[src/rtl/fetch_stage.sv]
// fetch_stage: instruction-fetch stage. Holds the PC, issues word reads to the
// instruction cache and captures returned words into the IF/ID latch. Applies
// redirect, flush, halt and stall from downstream, in that priority order.
//
// Optional feature macro: FETCH_SKID_EN. When defined, a word that hits while
// stall is high is parked in a one-entry skid buffer (state HOLD) instead of
// being discarded and re-fetched.
//
// Ports:
//   CLK, nRST            clock (rising edge), async active-low reset
//   imemload, ihit       icache return word and hit strobe
//   imemREN, imemaddr    read request and fetch address (= pc)
//   stall, flush         hold / squash IF/ID
//   redirect, redirect_pc  load pc from a resolved branch/jump target
//   halt                 stop fetching until reset
//   ifid_*               IF/ID latch: valid, instruction, pc, pc+4
//   op, funcop           opcode and funct fields of ifid_instr
module fetch_stage #(
    parameter logic [31:0] PC_INIT = 32'h0000_0000
) (
    input  logic        CLK,
    input  logic        nRST,
    input  logic [31:0] imemload,
    input  logic        ihit,
    output logic        imemREN,
    output logic [31:0] imemaddr,
    input  logic        stall,
    input  logic        flush,
    input  logic        redirect,
    input  logic [31:0] redirect_pc,
    input  logic        halt,
    output logic        ifid_valid,
    output logic [31:0] ifid_instr,
    output logic [31:0] ifid_pc,
    output logic [31:0] ifid_npc,
    output logic [5:0]  op,
    output logic [5:0]  funcop
);

    typedef enum logic [1:0] {StFetch, StHold, StHalted} state_t;

    state_t      state_q, state_d;
    logic [31:0] pc_q, pc_d;
    logic        valid_q, valid_d;
    logic [31:0] instr_q, instr_d;
    logic [31:0] ipc_q, ipc_d;
    logic [31:0] npc_q, npc_d;

`ifdef FETCH_SKID_EN
    logic        skid_valid_q, skid_valid_d;
    logic [31:0] skid_instr_q, skid_instr_d;
    logic [31:0] skid_pc_q, skid_pc_d;
`endif

    always_comb begin
        state_d = state_q;
        pc_d    = pc_q;
        valid_d = valid_q;
        instr_d = instr_q;
        ipc_d   = ipc_q;
        npc_d   = npc_q;
`ifdef FETCH_SKID_EN
        skid_valid_d = skid_valid_q;
        skid_instr_d = skid_instr_q;
        skid_pc_d    = skid_pc_q;
`endif
        if (state_q == StHalted) begin
            // frozen until reset
        end else if (redirect || flush) begin
            // A squashed latch reads as all-zero so decode sees a NOP.
            if (redirect) begin
                pc_d = {redirect_pc[31:2], 2'b00};
            end
            valid_d = 1'b0;
            instr_d = '0;
            ipc_d   = '0;
            npc_d   = '0;
            state_d = StFetch;
`ifdef FETCH_SKID_EN
            skid_valid_d = 1'b0;
`endif
        end else if (halt) begin
            state_d = StHalted;
        end else if (state_q == StFetch) begin
            if (stall) begin
`ifdef FETCH_SKID_EN
                if (ihit) begin
                    skid_valid_d = 1'b1;
                    skid_instr_d = imemload;
                    skid_pc_d    = pc_q;
                    state_d      = StHold;
                end
`endif
            end else if (ihit) begin
                valid_d = 1'b1;
                instr_d = imemload;
                ipc_d   = pc_q;
                npc_d   = pc_q + 32'd4;
                pc_d    = pc_q + 32'd4;
            end else begin
                valid_d = 1'b0;
                instr_d = '0;
                ipc_d   = '0;
                npc_d   = '0;
            end
        end
`ifdef FETCH_SKID_EN
        else if (state_q == StHold && !stall && skid_valid_q) begin
            valid_d      = 1'b1;
            instr_d      = skid_instr_q;
            ipc_d        = skid_pc_q;
            npc_d        = skid_pc_q + 32'd4;
            pc_d         = skid_pc_q + 32'd4;
            skid_valid_d = 1'b0;
            state_d      = StFetch;
        end
`endif
    end

    always_ff @(posedge CLK or negedge nRST) begin
        if (!nRST) begin
            state_q <= StFetch;
            pc_q    <= {PC_INIT[31:2], 2'b00};
            valid_q <= 1'b0;
            instr_q <= '0;
            ipc_q   <= '0;
            npc_q   <= '0;
        end else begin
            state_q <= state_d;
            pc_q    <= pc_d;
            valid_q <= valid_d;
            instr_q <= instr_d;
            ipc_q   <= ipc_d;
            npc_q   <= npc_d;
        end
    end

`ifdef FETCH_SKID_EN
    always_ff @(posedge CLK or negedge nRST) begin
        if (!nRST) begin
            skid_valid_q <= 1'b0;
            skid_instr_q <= '0;
            skid_pc_q    <= '0;
        end else begin
            skid_valid_q <= skid_valid_d;
            skid_instr_q <= skid_instr_d;
            skid_pc_q    <= skid_pc_d;
        end
    end
`endif

    // Gate with nRST so no request is issued while reset is held.
    assign imemREN    = nRST && (state_q == StFetch);
    assign imemaddr   = pc_q;
    assign ifid_valid = valid_q;
    assign ifid_instr = instr_q;
    assign ifid_pc    = ipc_q;
    assign ifid_npc   = npc_q;
    assign op         = instr_q[31:26];
    assign funcop     = instr_q[5:0];

endmodule

[config.mk]
export PLATFORM = sky130hd
export DESIGN_NAME = fetch_stage
export DESIGN_NICKNAME = d
export VERILOG_FILES = /design/src/rtl/fetch_stage.sv
export SDC_FILE = /design/constraint.sdc
export NUM_CORES = 1
export LEC_CHECK = 0
export ABC_CLOCK_PERIOD_IN_PS = 3600
export CAP_MARGIN = 20
export CORE_MARGIN = 1
export CORE_UTILIZATION = 40
export CTS_CLUSTER_DIAMETER = 120
export DETAILED_ROUTE_END_ITERATION = 12
export PLACE_DENSITY = 0.73
export REMOVE_ABC_BUFFERS = 1
export SYNTH_ARGS = -nofsm -noshare
export SYNTH_HDL_FRONTEND = slang
export SYNTH_SLANG_ARGS = --single-unit
export TNS_END_PERCENT = 50
[constraint.sdc]
create_clock -name CLK -period 3.6 [get_ports CLK]
set_input_delay 1.08 -clock CLK [delete_from_list [all_inputs] [get_ports CLK]]
set_output_delay 1.08 -clock CLK [all_outputs]
set_load 0.01 [all_outputs]
==> reports/metrics.yaml, run 1 <==
antenna_found_initial: 0
end_kind: "output port"
rsz0062_at_grt: "false"
die_area_um2: 14850
row_count: 43
p_leak_nw: 3.557
synthDistinctLibCells: 53
cts-root-buf: "clkbuf_16"
yosysWarnings: 0
synth_top_area_frac: 0.5442
grt_pass1_wl_mm: 26.61
numClockSinks: 125
postCtsSetupRepairBufs: 0
cp.arrival_ns: 1.86
n_fill_cell: 1140
hold_viol_final: 0
tns_ns: 0
drc: 0
grt_pass1_vias: 4993
yosysSeqAreaShare: 0.5442
finalSetupViolations: 0
vias_per_cell: 5.438
required_ns: 2.52
crit_type: "in -> out"
numCtsBuffers: 17
vias: 5019
grt_usage: 0.2371
synth_area_per_cell_um2: 10.45
maxCapViolations: 0
skew_ns: 0.008232
maxSlewViolCount: 0
cts.path.max_buffers: 2
post_cts_resized: 0
ys_top_cells_by_area: "dfrtp_1 54%, a22o_1 9.3%, nand2_1 4.1%"
clk_latency_ns: 0.41
diodes: 0
dp_hpwl_mm: 11.81
cts_tree: "done"
finalNonFillerCells: 923
ios: 213
gpl.final_weighted_congestion: 0.8089
hold_path.class: "reg -> reg"
tightest_slew_ns: 0.9173
die_y_um: 121.9
clock.fmax_mhz: 339.8
syn_inst: 550
drive_gt1_frac: 0.07941
grt_max_degree: 71
die_w_um: 121.9
core_um2: 13930
cts_hold_buf: 0
crit_path_max_fanout: 2
critPathLaunchType: "input pin"
reg2reg_slack_ns: 1.25
synth_area_leader_cell: "dfrtp_1"
overflow: 0
initial_core_util: 0.4125
fin_crit_ns: 2.943
clkTransAtPathRegs_ns: 0.05
final_nets: 802
finalWirelength_mm: 17.06
port_buffers: 208
ir_worst_vdd_uv: 296.6
htreeDepth: 4
hold_depth: 2
ff2ff_path_depth: 6
postRouteAntennaNets: 0
dpl.cell_count: 891
p_per_area_nw_per_um2: 381.2
ys_ff_latch: 125
period_share: 0.8174
slew_headroom: 0.3885
outcome: "finished clean"
syn_to_final_growth_pct: 47.93
drtIter0Drc: 283
wl_per_cell_um: 18.48
syn_area_um2: 5748
first_pass_iters: 7
-- cells in the final DEF (no fill, tap or decap), drive strengths merged, types with 7 or more instances in the layout --
cell           instances
clkdlybuf4s50        207
a21oi                 14
xor2                  16
clkbuf                25
dfrtp                125
a22o                  62
buf                   18
nor4                   8
nand3                 26
o21ai                 48
xnor2                 12
o22ai                  7
nor2                  24
nand4                 14
nand2                 64
-- final timing paths --
check / startpoint / end
min: ifid_valid / ifid_valid
max in group asynchronous: nRST / ifid_npc[19]
max reg2reg: imemaddr[2] / imemaddr[28]
min reg2reg: ifid_valid / ifid_valid
min in group asynchronous: nRST / ifid_instr[12]
max: nRST / imemREN
-- area by class of cell --
type	count	area, um2	area share
clock buffers	25	495.5	0.05827
clock inverters	7	85.08	0.01001
inverters	3	11.26	0.001324
multi-input cells	358	2310	0.2716
flip-flops and latches	125	3128	0.3679
well taps	180	225.2	0.02649
repair buffers	225	2248	0.2644
-- power breakdown --
group	switching (mW)	internal, mW
logic	0.0715	0.0908
clock network	0.578	1.09
registers	0.00463	1.41
-- worst max-delay path, stage by stage --
cell	delay [ns]
buf_6	0.07
nor2b_1	0.16
clkdlybuf4s50_1	0.55
-- cell families after synthesis --
logic type / Yosys count / synth area share
simple gates: 163 / 0.1476
mux: 2 / 0.003483
flops: 125 / 0.5442
other cells: 1 / 0.0006524
buf+inv: 68 / 0.05855
compound gates: 162 / 0.2007
xor+xnor: 28 / 0.04266
fa+ha+maj: 1 / 0.002176
-- metal layers --
metal  part of all wire  track usage  vias up  wire (um)
met2               0.49       0.4022      200       8441
met5                  0            0        -          0
met3              0.069      0.05946       18       1174
li1                   -            -     2345          -
met4              0.011      0.08565        0        191
met1               0.43       0.2908     2456       7253
-- state kept, by name, indices dropped and copies added, names as in the netlist --
register	flops
ifid_valid	1
imemaddr	30
ifid_npc	30
state_q	1
ifid_instr	32
ifid_pc	31
-- cells in the mapped netlist (all sizes together) --
| cell type | n |
|---|---|
| nand3 | 26 |
| nor3 | 5 |
| buf | 37 |
| o2bb2ai | 1 |
| a41oi | 1 |
| clkbuf | 28 |
| nand4 | 14 |
| nand3b | 2 |
| ha | 1 |
| or4 | 1 |
| or3 | 4 |
| o211a | 1 |
| a32o | 1 |
| a22oi | 5 |
| a32oi | 6 |
| nand2b | 2 |
| nand2 | 64 |
| or2 | 1 |
| a31oi | 4 |
| nor2 | 24 |
| xor2 | 16 |
| inv | 3 |
| nor4b | 1 |
| a2bb2oi | 6 |
| mux2i | 2 |
| dfrtp | 125 |
| nor4 | 8 |
| nor2b | 2 |
| a21oi | 14 |
| xnor2 | 12 |
| conb | 1 |
| and2 | 3 |
| o21ai | 48 |
| o311ai | 3 |
| o21a | 1 |
| a21o | 1 |
| and3 | 6 |
| o22a | 1 |
| a22o | 62 |
| o22ai | 7 |
-- metrics by stage --
step	setup WS, ns	hold slack (ns)	util	power, mW	area (um2)
detailed placement	0.4362	0.4710	0.5686	1.603	7923
global placement	0.4854	0.4659	0.5686	1.601	7923
finish	0.6574	0.4759	0.6102	3.241	8503
CTS	0.6462	0.4839	0.6102	3.279	8503
global route	0.6417	0.5076	0.6102	3.352	8503
floorplan	-1.807	0.5148	-	1.470	5426
No activity file was read; power rests on OpenSTA's default activity.
==> run 2, diff against run 1 <==
- ABC_CLOCK_PERIOD_IN_PS: 3600 -> 2480
- PLACE_DENSITY: 0.73 -> 0.76
- clock period: 3.6 -> 2.48 ns (I/O delays scaled with it)
==> run 2 against run 1 <==
Compared with the run above:
- clock skew decreased by 0.0014 ns
- sequential share of layout area decreased by 1.1 points
- cell area increased by 3.2%
- wire length increased by 1.4%
- non-clock buffer count increased by 19
- clock power increased by 61%
- worst setup slack got worse by 0.52 ns
- via count increased by 2.0%
- power increased by 53%
- die area unchanged
- critical endpoint is now imemaddr[9]
- largest cell class unchanged
- highest routed layer unchanged
==> reports/metrics.yaml, run 2 (same netlist as run 1, synthesis figures left out) <==
outcome: "finished clean"
pwr-share-seq: 0.413  # -0.024
first_pass_iters: 5  # -2
syn_to_final_growth_pct: 52.70
postRouteAntennaNets: 0  # unchanged
wl_per_cell_um: 18.36  # -0.66%
crit_type: "reg -> out"
initial_core_util: 0.4125  # unchanged
clkTransAtPathRegs_ns: 0.06  # about the same
htreeDepth: 4  # unchanged
grt_pass1_vias: 5119  # +2.5%
ios: 213  # unchanged
r2r-start: "imemaddr[3]"
cts.path.max_buffers: 2  # unchanged
cts-root-buf: "clkbuf_16"
power_frac_comb: 0.049  # about the same
power_mw: 4.974  # +53%
finalWirelength_mm: 17.30  # +1.4%
slew_headroom: 0.5381  # +0.1496
crit_family: "buffers and inverters"
maxSlewViolCount: 0  # unchanged
row_count: 43  # unchanged
cpPeakStageDelay_ns: 0.62  # +0.07 ns
p_per_area_nw_per_um2: 566.7  # +49%
rsz0062_at_grt: "false"
diodes: 0  # unchanged
clock.fmax_mhz: 426.0
clk_latency_ns: 0.41  # about the same
p_sw_frac: 0.2016  # about the same
vias_per_cell: 5.435  # about the same
dpl.cell_count: 910  # +2.1%
drtIter0Drc: 260  # -8.1%
fin_crit_ns: 2.347
cp_cell_sequence: "clkdlybuf4s50_1"
dpl_cell_area_um2: 8133  # +2.7%
finalSetupViolations: 0  # unchanged
whs_ns: 0.4373  # -0.03866 ns
grt_usage: 0.2382  # +0.001152
end_kind: "output port"
ir_worst_vdd_uv: 476.3  # +61%
antenna_found_initial: 0  # unchanged
cp_slowest_cell: "clkdlybuf4s50_1"
crit_path_max_fanout: 7  # +5
vias: 5120  # +2.0%
final_core_util: 0.6299  # +0.01966
numClockSinks: 125  # unchanged
finalNonFillerCells: 942  # +2.1%
maxCapViolations: 0  # unchanged
fin_area_um2: 8777  # +3.2%
hold_viol_final: 0  # unchanged
critPathLaunchType: "flip-flop"
cts_hold_buf: 0  # unchanged
intPower_mw: 3.971  # +53%
skew_ns: 0.006814  # -0.001418 ns
gpl.final_weighted_congestion: 0.7888  # -2.5%
required_ns: 1.74  # -0.78 ns
largest_reg_flops: 32  # unchanged
cp-startpoint: "imemaddr[9]"
period_share: 0.9465
core_um2: 13930  # unchanged
final_nets: 821  # +2.4%
p_leak_nw: 3.691  # +3.8%
die_area_um2: 14850  # unchanged
p_sw_mw: 1.003  # +53%
overflow: 0  # unchanged
post_cts_resized: 0  # unchanged
final_common_cell: "clkdlybuf4s50_1"
cts_tree: "done"
numCtsBuffers: 17  # unchanged
drc: 0  # unchanged
postCtsSetupRepairBufs: 0  # unchanged
dp_hpwl_mm: 12.06  # +2.2%
port_buffers: 208  # unchanged
pwr-share-clk: 0.538  # +0.025
hold_path.class: "in -> async"
grt_max_degree: 126  # +77%
die_w_um: 121.9  # unchanged
drive_gt1_frac: 0.1063  # +0.02689
mostFrequentLayoutCells: "207 x clkdlybuf4s50_1, 125 x dfrtp_1, 63 x nand2_1, 61 x a22o_1, 39 x o21ai_0"
cp.arrival_ns: 1.60  # -0.26 ns
die_y_um: 121.9  # unchanged
grt_pass1_wl_mm: 27.06  # +1.7%
tightest_slew_ns: 0.6929  # -0.2244 ns
path_buf_inv: 1  # -1
-- run 2: changes by cell type in the layout (fill, tap and decap cells not counted), sizes merged --
| cell | delta |
|---|---|
| clkbuf | -3 |
| bufinv | +2 |
| buf | +19 |
| clkinvlp | +4 |
| clkinv | -3 |
-- run 2: area by class of cell --
class                      count  area (um2)
tap                          180       225.2
clock buffer                  22       484.2
sequential                   125        3128
inverter                       3       11.26
clock inverter                10       160.2
multi-input combinational    358        2315
timing repair buffer         244        2454
fill                        1112        5157
-- run 2: metrics by stage --
stage	worst slack [ns]	setup TNS, ns
global placement	0.01829	0
floorplan	-2.591	-235.96
CTS	0.1095	0
detailed placement	-0.008606	-0.01606
finish	0.1326	0
global route	0.09137	0
-- run 2: final timing paths --
check | end | slack [ns] | cells past startpoint
max reg2reg | imemaddr[28] | 0.32 | 6
min reg2reg | ifid_npc[25] | 0.48 | 2
min | ifid_pc[17] | 0.44 | 2
max | imemaddr[9] | 0.13 | 1
max in group asynchronous | imemaddr[5] | 1.50 | 2
min in group CLK | ifid_npc[25] | 0.48 | 2
-- run 2: power by group through the flow --
stage,clock network [mW],registers [mW],logic [mW]
floorplan,0,2.09,0.0396
global placement,0,2.09,0.243
finish,2.68,2.05,0.245
detailed placement,0,2.09,0.247
global route,2.82,2.05,0.266
CTS,2.73,2.05,0.249
-- run 2: metal layers --
layer / share of wire / track usage / wire [um]
met5: 0 / 0 / 0
met1: 0.44 / 0.3057 / 7525
met4: 0.0097 / 0.07716 / 167
met3: 0.067 / 0.05290 / 1165
met2: 0.49 / 0.3976 / 8437
